<file path="src/rtl/unidad_salto.sv">
// unidad_salto: branch resolution unit between decode and fetch.
// It accepts one branch or jump at a time and waits for the operands.
// It resolves taken/not-taken, computes the target and, when the branch
// is taken, holds a PC redirect until fetch acknowledges it.
module unidad_salto #(
    parameter int unsigned MAX_WAIT = 8,
    parameter int unsigned CNT_W    = 16
) (
    input  logic             clk,
    input  logic             rst_n,
    input  logic             br_valid,
    output logic             br_ready,
    input  logic [1:0]       br_op,
    input  logic [31:0]      br_pc,
    input  logic [25:0]      br_imm,
    input  logic             ops_ready,
    input  logic             cmp_eq,
    output logic             redir_valid,
    output logic [31:0]      redir_target,
    input  logic             redir_ack,
    output logic             flush_ifid,
    output logic             stall_id,
    output logic             res_done,
    output logic             err_timeout,
    output logic [CNT_W-1:0] cnt_total,
    output logic [CNT_W-1:0] cnt_taken
);

    localparam int unsigned WAIT_W = (MAX_WAIT > 1) ? $clog2(MAX_WAIT) : 1;
    localparam logic [WAIT_W-1:0] WAIT_LAST = WAIT_W'(MAX_WAIT - 1);

    typedef enum logic [1:0] {IDLE, ESPERA, RESUELVE, REDIRIGE} state_t;
    typedef enum logic [1:0] {OP_BEQ, OP_BNE, OP_J, OP_RSV} op_t;

    state_t            r_state, w_next;
    op_t               r_op;
    logic [31:0]       r_pc;
    logic [25:0]       r_imm;
    logic [WAIT_W-1:0] r_wait;
    logic              r_redir_valid;
    logic [31:0]       r_redir_target;
    logic              r_flush;
    logic              r_res_done;
    logic              r_err;
    logic [CNT_W-1:0]  r_cnt_total;
    logic [CNT_W-1:0]  r_cnt_taken;

    logic [31:0]       w_pc4;
    logic [31:0]       w_br_target;
    logic [31:0]       w_j_target;
    logic              w_taken;
    logic [31:0]       w_target;

    assign w_pc4       = r_pc + 32'd4;
    assign w_br_target = w_pc4 + {{14{r_imm[15]}}, r_imm[15:0], 2'b00};
    assign w_j_target  = {w_pc4[31:28], r_imm, 2'b00};
    assign w_taken     = ((r_op == OP_BEQ) &&  cmp_eq) ||
                         ((r_op == OP_BNE) && !cmp_eq) ||
                          (r_op == OP_J);
    assign w_target    = (r_op == OP_J) ? w_j_target : w_br_target;

    assign br_ready     = (r_state == IDLE);
    assign stall_id     = (r_state != IDLE);
    assign redir_valid  = r_redir_valid;
    assign redir_target = r_redir_target;
    assign flush_ifid   = r_flush;
    assign res_done     = r_res_done;
    assign err_timeout  = r_err;
    assign cnt_total    = r_cnt_total;
    assign cnt_taken    = r_cnt_taken;

    // State register; reset drops any branch in flight
    always_ff @(posedge clk or negedge rst_n) begin
        if (!rst_n) r_state <= IDLE;
        else        r_state <= w_next;
    end

    // Next-state decode
    always_comb begin
        w_next = r_state;
        case (r_state)
            IDLE: begin
                if (br_valid) w_next = ops_ready ? RESUELVE : ESPERA;
            end
            ESPERA: begin
                if (ops_ready)              w_next = RESUELVE;
                else if (r_wait == WAIT_LAST) w_next = IDLE;
            end
            RESUELVE: begin
                w_next = w_taken ? REDIRIGE : IDLE;
            end
            REDIRIGE: begin
                if (redir_ack) w_next = IDLE;
            end
            default: w_next = IDLE;
        endcase
    end

    // Capture, wait counter, registered outputs and statistics
    always_ff @(posedge clk or negedge rst_n) begin
        if (!rst_n) begin
            r_op           <= OP_BEQ;
            r_pc           <= '0;
            r_imm          <= '0;
            r_wait         <= '0;
            r_redir_valid  <= 1'b0;
            r_redir_target <= '0;
            r_flush        <= 1'b0;
            r_res_done     <= 1'b0;
            r_err          <= 1'b0;
            r_cnt_total    <= '0;
            r_cnt_taken    <= '0;
        end else begin
            r_flush    <= 1'b0;
            r_res_done <= 1'b0;
            r_err      <= 1'b0;
            case (r_state)
                IDLE: begin
                    if (br_valid) begin
                        r_op   <= op_t'(br_op);
                        r_pc   <= br_pc;
                        r_imm  <= br_imm;
                        r_wait <= '0;
                    end
                end
                ESPERA: begin
                    if (!ops_ready) begin
                        if (r_wait == WAIT_LAST) begin
                            r_err      <= 1'b1;
                            r_res_done <= 1'b1;
                        end else begin
                            r_wait <= r_wait + 1'b1;
                        end
                    end
                end
                RESUELVE: begin
                    if (r_cnt_total != '1) r_cnt_total <= r_cnt_total + 1'b1;
                    if (w_taken) begin
                        r_redir_valid  <= 1'b1;
                        r_redir_target <= w_target;
                        r_flush        <= 1'b1;
                        if (r_cnt_taken != '1) r_cnt_taken <= r_cnt_taken + 1'b1;
                    end else begin
                        r_res_done <= 1'b1;
                    end
                end
                REDIRIGE: begin
                    if (redir_ack) begin
                        r_redir_valid <= 1'b0;
                        r_res_done    <= 1'b1;
                    end
                end
                default: ;
            endcase
        end
    end

endmodule

</file>
<file path="config.mk">
export PLATFORM = sky130hd
export DESIGN_NAME = unidad_salto
export DESIGN_NICKNAME = d
export VERILOG_FILES = /design/src/rtl/unidad_salto.sv
export SDC_FILE = /design/constraint.sdc
export NUM_CORES = 1
export LEC_CHECK = 0
export ABC_AREA = 1
export CORE_MARGIN = 3
export CORE_UTILIZATION = 50
export DETAILED_ROUTE_END_ITERATION = 8
export GPL_TIMING_DRIVEN = 0
export HOLD_SLACK_MARGIN = 0.08
export PLACE_DENSITY_LB_ADDON = 0.05
export RECOVER_POWER = 50
export REMOVE_ABC_BUFFERS = 1
export SLEW_MARGIN = 10
export SYNTH_ARGS = -nofsm -noshare
export SYNTH_HDL_FRONTEND = slang
export SYNTH_SLANG_ARGS = --single-unit
</file>
<file path="constraint.sdc">
create_clock -name clk -period 6.25 [get_ports clk]
set_input_delay 1.25 -clock clk [delete_from_list [all_inputs] [get_ports clk]]
set_output_delay 1.25 -clock clk [all_outputs]
set_load 0.02 [all_outputs]
</file>
---- After elaboration in Yosys (flattened, before gate mapping) ----
Cells that the tools add are included.
Widths: inputs -> output; s select.
cells by class
  $mul .................................... 0
  equality and inequality tests ........... 14
  reduce and logical (&&, ||, !) cells .... 17
  div/mod/pow operators ................... 0
  add/subtract/negate cells ............... 5
  bitwise logic cells ..................... 0
  shift-type cells ........................ 0
  mux-type cells .......................... 23
  magnitude comparators ................... 0
operators by type and width
  kind                   number
  $add 16x1->16 const B  2
  $add 32x3->32 const B  1
  $add 32x32->32         1
  $mux 32                1
  $ne 16x16->1 const B   2
  $mux 2                 6
  $ne 2x2->1 const B     5
  $mux 1                 9
  $mux 3                 3
  $reduce_and 3->1       3
  $pmux 2 s4             1
  $eq 2x2->1 const B     3
  $pmux 3 s2             1
  $reduce_and 2->1       3
  $reduce_bool 2->1      3
  $eq 2x1->1 const B     2
  $logic_not 2->1        2
  $reduce_and 4->1       1
  $add 3x1->3 const B    1
  $eq 3x3->1 const B     1
  $ne 3x3->1 const B     1
  $pmux 1 s3             1
  $logic_and 1x1->1      2
  $logic_or 1x1->1       2
  other kinds (2)        2
word-level totals
  bits in latches ......................... 0
  output and inout port bits .............. 70
  register bits ........................... 133
  memories ................................ 0
  bits in writable memories ............... 0
  memory bits (read-only) ................. 0
  bits of input ports ..................... 66

---- Depth between registers and ports, before layout ----
Gate-level depths: netlist of the first run.
  depth after elaboration ................. 6
  gate-level depth with buffers ........... 23
  mapped depth without buffers ............ 23

---- Worst setup path after synthesis of the first run ----
Ideal clock, no wire load.
  path kind ............................... reg2reg
  from .................................... register r_pc[3]
  to ...................................... register r_redir_target[31] (netlist: redir_target[31])
  buffers on the path ..................... 0
  slack ................................... 3.641 ns
  setup time .............................. 0.121 ns
  required time ........................... 6.129 ns
  clock period less this slack ............ 2.609 ns
  stages on the path, launching flop included .. 20
  arrival ................................. 2.489 ns
  cell sequence ........................... dfrtp_1 -> ha_1 -> nand3_1 -> nor3_2 -> nand3_1 -> nor2_1 -> nand3_1 -> xor2_1 -> ha_1 -> nand2_1 -> nor2_1 -> nand2_1 -> inv_1 -> nand2_1 -> nand2_1 -> inv_1 -> nand2_1 -> nand2_1 -> nand3_1 -> a21oi_1
on the way
  longest elaborated chain between the ends .. 3
ends and longest elaborated chain
  what                    line  source
  from (decl)             37    logic [31:0] r_pc;
  from (signal assigned)  121   r_pc <= br_pc;
  $add 32x3->32 (*)       54    assign w_pc4 = r_pc + 32'd4;
  $add 32x32->32          55    assign w_br_target = w_pc4 + {{14{r_imm[15]}}, r_imm[15:0], 2'b00};
  $mux 32 (*)             60    assign w_target = (r_op == OP_J) ? w_j_target : w_br_target;
  to (signal assigned)    140   r_redir_target <= w_target;
  to (decl)               41    logic [31:0] r_redir_target;
Every way passes the cells marked *; elsewhere a longest branch is shown, timed or not.
A chain may end at the register's enable or synchronous reset.

---- Final worst setup path of the first run ----
  from .................................... input port br_valid
  to ...................................... register r_pc[11]
on the way
  longest elaborated chain between the ends .. 1
ends and longest elaborated chain
  what                               line  source
  from (decl)                        11    input logic br_valid,
  $reduce_and 2->1 (no source line)  --
Every way passes these cells.

==> reports/qor.txt, run 1 <==
number of max-slew violations in the final report = 102
worst endpoint data arrival time = 4340 ps
cell count of the worst reg-to-reg path = 10
die area = 18900 sq um
endpoint required time on the critical path = 6560 ps
Die H = 138 um
worst setup margin = 2220 ps
vias = 8005
Setup-failing EPs final = 0
portion of netlist area occupied by mux cells = 0.00116
area share of the largest cell type after synthesis = 0.384
DPL Wire Length = 16200 um
vias in the first global route = 7542
count of final hold-check violations = 0
via density per instance = 5.05
asr flop ratio synth = 1.00
ranking of synthesized cells by area = sky130_fd_sc_hd__dfrtp_1, sky130_fd_sc_hd__nand2_1, sky130_fd_sc_hd__inv_1, sky130_fd_sc_hd__ha_1, sky130_fd_sc_hd__nor2_1
count of cells along the worst hold path = 2
worst reg2reg startpoint = r_op[0]
DRC marker count from the first detailed-route iteration = 499
unrepaired setup endpoints after global routing = false
detailed-routing iteration count for the pre-antenna-repair pass = 5
Min Clock Period, post-route = 4030 ps
share of synthesized area occupied by flip-flops and latches = 0.384
failing checks = capacitance limit, slew limit
static power due to leakage = 5.43 nW
number of clock sinks = 133
Worst-Skew Late Latency = 420 ps
achievable clock frequency = 0.248 GHz
end of the worst register-to-register path = cnt_taken[7]
area of the core = 16800 sq um
Hold Path Origin = r_pc[0]
most frequent cells in the layout = sky130_fd_sc_hd__nand2_1, sky130_fd_sc_hd__dfrtp_1, sky130_fd_sc_hd__inv_1, sky130_fd_sc_hd__clkdlybuf4s50_1, sky130_fd_sc_hd__nor2_1
worst slew pin tran = 3010 ps
Post-Synthesis Cell Area = 8660 sq um
complex-gate fraction of the synthesized area = 0.0825
Post-Place Cells = 1552
number of unique standard cell types used by synthesis = 42
pin count of the biggest net entering global routing = 80
Crit. End Element = flop
die outline width = 138 um
clock buffers created by TritonCTS = 17
Synth-to-Final Area Change = 24.5%
number of gates given a new drive strength after cts = 0
cell area power density = 532 nW/um^2
startpoint-to-endpoint class of the critical path = in -> reg
top fanout value on the critical path = 38
initial core utilization = 0.517
Mapped Cells = 1220
result of the run = finished, violations left
fillers = 1592
CTS HTree Levels = 4
worst setup slack before clock tree synthesis = 2060 ps
antenna viol nets, final = 0
worst ir drop on vdd = 0.357 mV
clock root buffer = sky130_fd_sc_hd__clkbuf_16
number of nets in the layout = 1457
r2r setup slk = 2490 ps
number of synthesized register bits = 133
leading register cell type out of synthesis = sky130_fd_sc_hd__dfrtp_1
remaining routing DRC violations = 0
number of standard-cell rows in the floorplan = 47
CTS tree = built
global-route wire length before repair = 36500 um
CTS Buffer Depth = 2
most area-hungry cell type in the Yosys netlist = sky130_fd_sc_hd__dfrtp_1
number of synthesized flops with an enable pin = 0
post-CTS setup repair buffer count = 0
relative slew slack = -1.00
routed wirelength normalized by instance count = 13.9 um
post-route total power = 5.73 mW
Worst Hold Class = reg -> reg
crit start category = primary input
synthesized-area fraction occupied by and/or/nand/nor cells = 0.338
sum of overflow across all layers after global routing = 0
total I/O pin count = 136
clock-pin slew reported for the worst setup and hold paths after clock tree synthesis = 60 ps
XOR/XNOR share of the synthesized area = 0.0617
largest family of logic cells by synthesized area = simple AND/OR/NAND/NOR gates
commonest non-fill, non-tap cell in the layout = sky130_fd_sc_hd__nand2_1
max-capacitance violation count = 2
RePlAce Congestion = 0.878
Hold-fix buffers, CTS = 0
DRT Wirelength = 22000 um
overall routing resource usage = 0.243
Setup Total Neg Slack = 0 ps
fraction of final layout cells sized beyond drive strength 1 = 0.0491
crit share post-route = 0.645
mean area per synthesized cell = 7.10 sq um
Worst Hold End = r_pc[0]
number of antenna cells inserted = 0
number of warnings printed during yosys synthesis = 0
Adder-Cell Fraction of Synth Area = 0.0586
IO Port Bufs = 135
number of antenna violations at the first check in global routing = 0
clock skew = 12.4 ps
Non-Filler Instances = 1584
-- metal layers --
metal	vias to the layer above	global-route usage	part of all wire
li1	4120	-	-
met1	3633	0.349	0.48
met2	229	0.381	0.45
met3	23	0.0383	0.050
met4	0	0.0643	0.014
met5	-	0	0
-- per-stage QoR --
stage	instance area (sq um)	hold slack, ps	utilization
global placement	10200	455	0.607
floorplan	8540	442	-
CTS	10800	475	0.646
finish	10800	473	0.643
detailed placement	10200	462	0.611
global route	10800	508	0.643
-- power breakdown --
group          internal (mW)  switching (mW)  total, mW
Clock                  0.607           0.389      0.996
Sequential              1.22           0.331       1.55
Combinational           1.19            2.00       3.19
-- sequential cells by signal, summed over array words and instances, names as in the netlist --
signal,flops
err_timeout,1
redir_valid,1
r_state,2
flush_ifid,1
cnt_total,16
res_done,1
cnt_taken,16
r_pc,32
r_op,2
r_imm,26
redir_target,32
r_wait,3
-- cells by family (layout without fill, tap and decap cells) --
logic type,Yosys count,after routing
AO/OA/AOI/OAI,134,134
multiplexers,1,1
flip-flops,133,133
AND/OR/NAND/NOR,687,687
buffers and inverters,164,308
XOR/XNOR,61,61
adder cells (fa/ha/maj),40,40
-- area by class of cell --
class | instances | area (sq um) | area share
timing repair buffer | 138 | 1380 | 0.128
clock buffer | 20 | 457 | 0.0424
clock inverter | 12 | 129 | 0.0120
sequential | 133 | 3330 | 0.309
inverter | 138 | 522 | 0.0484
multi-input combinational | 923 | 4690 | 0.435
tap | 220 | 275 | 0.0255
-- critical path, cell delays in order --
cell and delay [ps]:
sky130_fd_sc_hd__dlygate4sd3_1 550, sky130_fd_sc_hd__inv_1 50, sky130_fd_sc_hd__nor2_1 380, sky130_fd_sc_hd__clkbuf_1 1060, sky130_fd_sc_hd__inv_2 710, sky130_fd_sc_hd__nand2_1 220
sky130_fd_sc_hd__nand2_1 80
-- Yosys cell counts (all sizes together) (4+ instances only) --
cell type and number:
nand2 446, inv 137, dfrtp 133, nor2 124, nand3 70, a21oi 69
o21ai 48, xor2 41, ha 39, nor3 21, xnor2 20, buf 16
nand4 12, clkbuf 10, a21o 4, nand3b 4, nor4 4, o21bai 4
-- worst max path at each step --
stage	from	endpoint	slack (ps)	cells after the start
finish	br_valid	r_pc[11]	2220	7
global route	br_valid	r_pc[18]	1930	7
CTS	r_op[0]	cnt_taken[7]	2430	10
detailed placement	cmp_eq	cnt_taken[7]	2060	12
global placement	br_valid	r_pc[8]	-2180	6
floorplan	br_valid	r_imm[0]	980	5
(Power assumes the default switching activity.)
==> inputs of run 2 (changes only) <==
Clock period 6.25 ns to 3.9 ns, I/O delays scaled along.
==> reports/qor.txt, run 2 (synthesized netlist as in run 1, its figures left out) <==
max-capacitance violation count = 2
overall routing resource usage = 0.243
CTS HTree Levels = 4
number of antenna violations at the first check in global routing = 0
cell count of the worst reg-to-reg path = 10
cell area power density = 855 nW/um^2
RePlAce Congestion = 0.878
Top Family by Delay on Critical Path = simple AND/OR/NAND/NOR gates
relative contribution of the clock network to total power = 0.173
number of antenna cells inserted = 0
Worst-Skew Late Latency = 420 ps
Final Util = 0.645
vias in the first global route = 7542
Worst Hold Class = reg -> reg
clock root buffer = sky130_fd_sc_hd__clkbuf_16
DRC marker count from the first detailed-route iteration = 482
worst slew pin tran = 3000 ps
achievable clock frequency = 0.279 GHz
Synth-to-Final Area Change = 24.7%
number of standard-cell rows in the floorplan = 47
clock buffers created by TritonCTS = 17
count of final hold-check violations = 0
Worst path depth = 10
startpoint-to-endpoint class of the critical path = reg -> reg
Post-Place Cells = 1552
commonest non-fill, non-tap cell in the layout = sky130_fd_sc_hd__nand2_1
crit path buf inv count = 3
worst endpoint data arrival time = 3890 ps
IO Port Bufs = 135
Hold Path Origin = r_pc[0]
CTS Buffer Depth = 2
Non-Filler Instances = 1585
die outline width = 138 um
cell chain of the critical path = nor2_4 -> inv_2 -> nand2_1 -> nand2_2 -> clkinv_2 -> nand2_4 -> inv_4 -> nand4_2 -> nor2_2 -> xor2_1
number of nets in the layout = 1458
die area = 18900 sq um
clock skew = 12.6 ps
area of the core = 16800 sq um
most frequent cells in the layout = sky130_fd_sc_hd__nand2_1, sky130_fd_sc_hd__dfrtp_1, sky130_fd_sc_hd__inv_1, sky130_fd_sc_hd__clkdlybuf4s50_1, sky130_fd_sc_hd__nor2_1
detailed-routing iteration count for the pre-antenna-repair pass = 5
failing checks = capacitance limit, slew limit
internal power of the cells = 4.85 mW
sequential group share of total power = 0.269
Sw Pwr = 4.39 mW
part of the total power dissipated in combinational logic = 0.558
worst reg2reg startpoint = r_op[0]
post-route total power = 9.24 mW
sum of overflow across all layers after global routing = 0
antenna viol nets, final = 0
routed wirelength normalized by instance count = 14.1 um
Die H = 138 um
vias = 8014
fraction of final layout cells sized beyond drive strength 1 = 0.0505
Setup-failing EPs final = 0
total I/O pin count = 136
unrepaired setup endpoints after global routing = false
critical path startpoint = r_op[0]
worst setup margin = 312 ps
global-route wire length before repair = 36500 um
crit share post-route = 0.920
static power due to leakage = 5.44 nW
via density per instance = 5.06
fillers = 1590
Net Sw Frac = 0.475
Crit. End Element = flop
remaining routing DRC violations = 0
result of the run = finished, violations left
Min Clock Period, post-route = 3590 ps
number of max-slew violations in the final report = 102
clock-pin slew reported for the worst setup and hold paths after clock tree synthesis = 60 ps
pin count of the biggest net entering global routing = 80
relative slew slack = -1.00
count of cells along the worst hold path = 2
worst ir drop on vdd = 0.572 mV
endpoint required time on the critical path = 4210 ps
Hold-fix buffers, CTS = 0
top fanout value on the critical path = 41
DRT Wirelength = 22400 um
critical path's slowest cell = sky130_fd_sc_hd__clkinv_2
delay of the slowest cell on the worst path = 670 ps
CTS tree = built
DPL Wire Length = 16200 um
post-CTS setup repair buffer count = 0
number of clock sinks = 133
number of gates given a new drive strength after cts = 0
r2r setup slk = 310 ps
crit start category = flop
worst setup slack before clock tree synthesis = 94.7 ps
initial core utilization = 0.517
[run 2: worst paths after layout]
kind,to
setup / recovery,cnt_taken[7]
hold / removal,r_pc[0]
setup reg to reg,cnt_taken[7]
hold reg to reg,r_pc[0]
max in group asynchronous,cnt_total[0]
min in group asynchronous,r_imm[7]
[run 2: power by group through the flow]
| stage | logic (mW) | registers (mW) | clock network [mW] |
|---|---|---|---|
| floorplan | 3.26 | 2.66 | 0 |
| global placement | 5.02 | 2.48 | 0 |
| detailed placement | 5.10 | 2.49 | 0 |
| CTS | 5.14 | 2.47 | 1.63 |
| global route | 5.86 | 2.57 | 1.69 |
| finish | 5.16 | 2.49 | 1.60 |
[run 2: stage by stage]
step                hold slack, ps  setup TNS [ps]  area (sq um)
finish                         473               0         10800
detailed placement             462               0         10200
CTS                            310               0         10800
floorplan                      442          -43590          8540
global route                   508               0         10800
global placement               455         -625780         10200
[run 2: tightest hold or removal path, delay by kind of cell (launching register included)]
kind	cells	cell delay, ps
AND/OR/NAND/NOR	2	100
flip-flops	1	340
[run 2: layer usage]
layer	vias to the layer above	GRT usage	share of wire
met5	-	0	0
met4	0	0.0643	0.017
met3	29	0.0383	0.050
met2	229	0.381	0.45
met1	3636	0.349	0.48
li1	4120	-	-
[run 2: final cells by class]
type	instances	area, sq um	area share
Sequential cell	133	3330	0.308
Tap cell	220	275	0.0255
Clock buffer	20	457	0.0423
Multi-Input combinational cell	924	4700	0.435
Timing Repair Buffer	138	1400	0.129
Clock inverter	12	129	0.0119
Inverter	138	522	0.0483
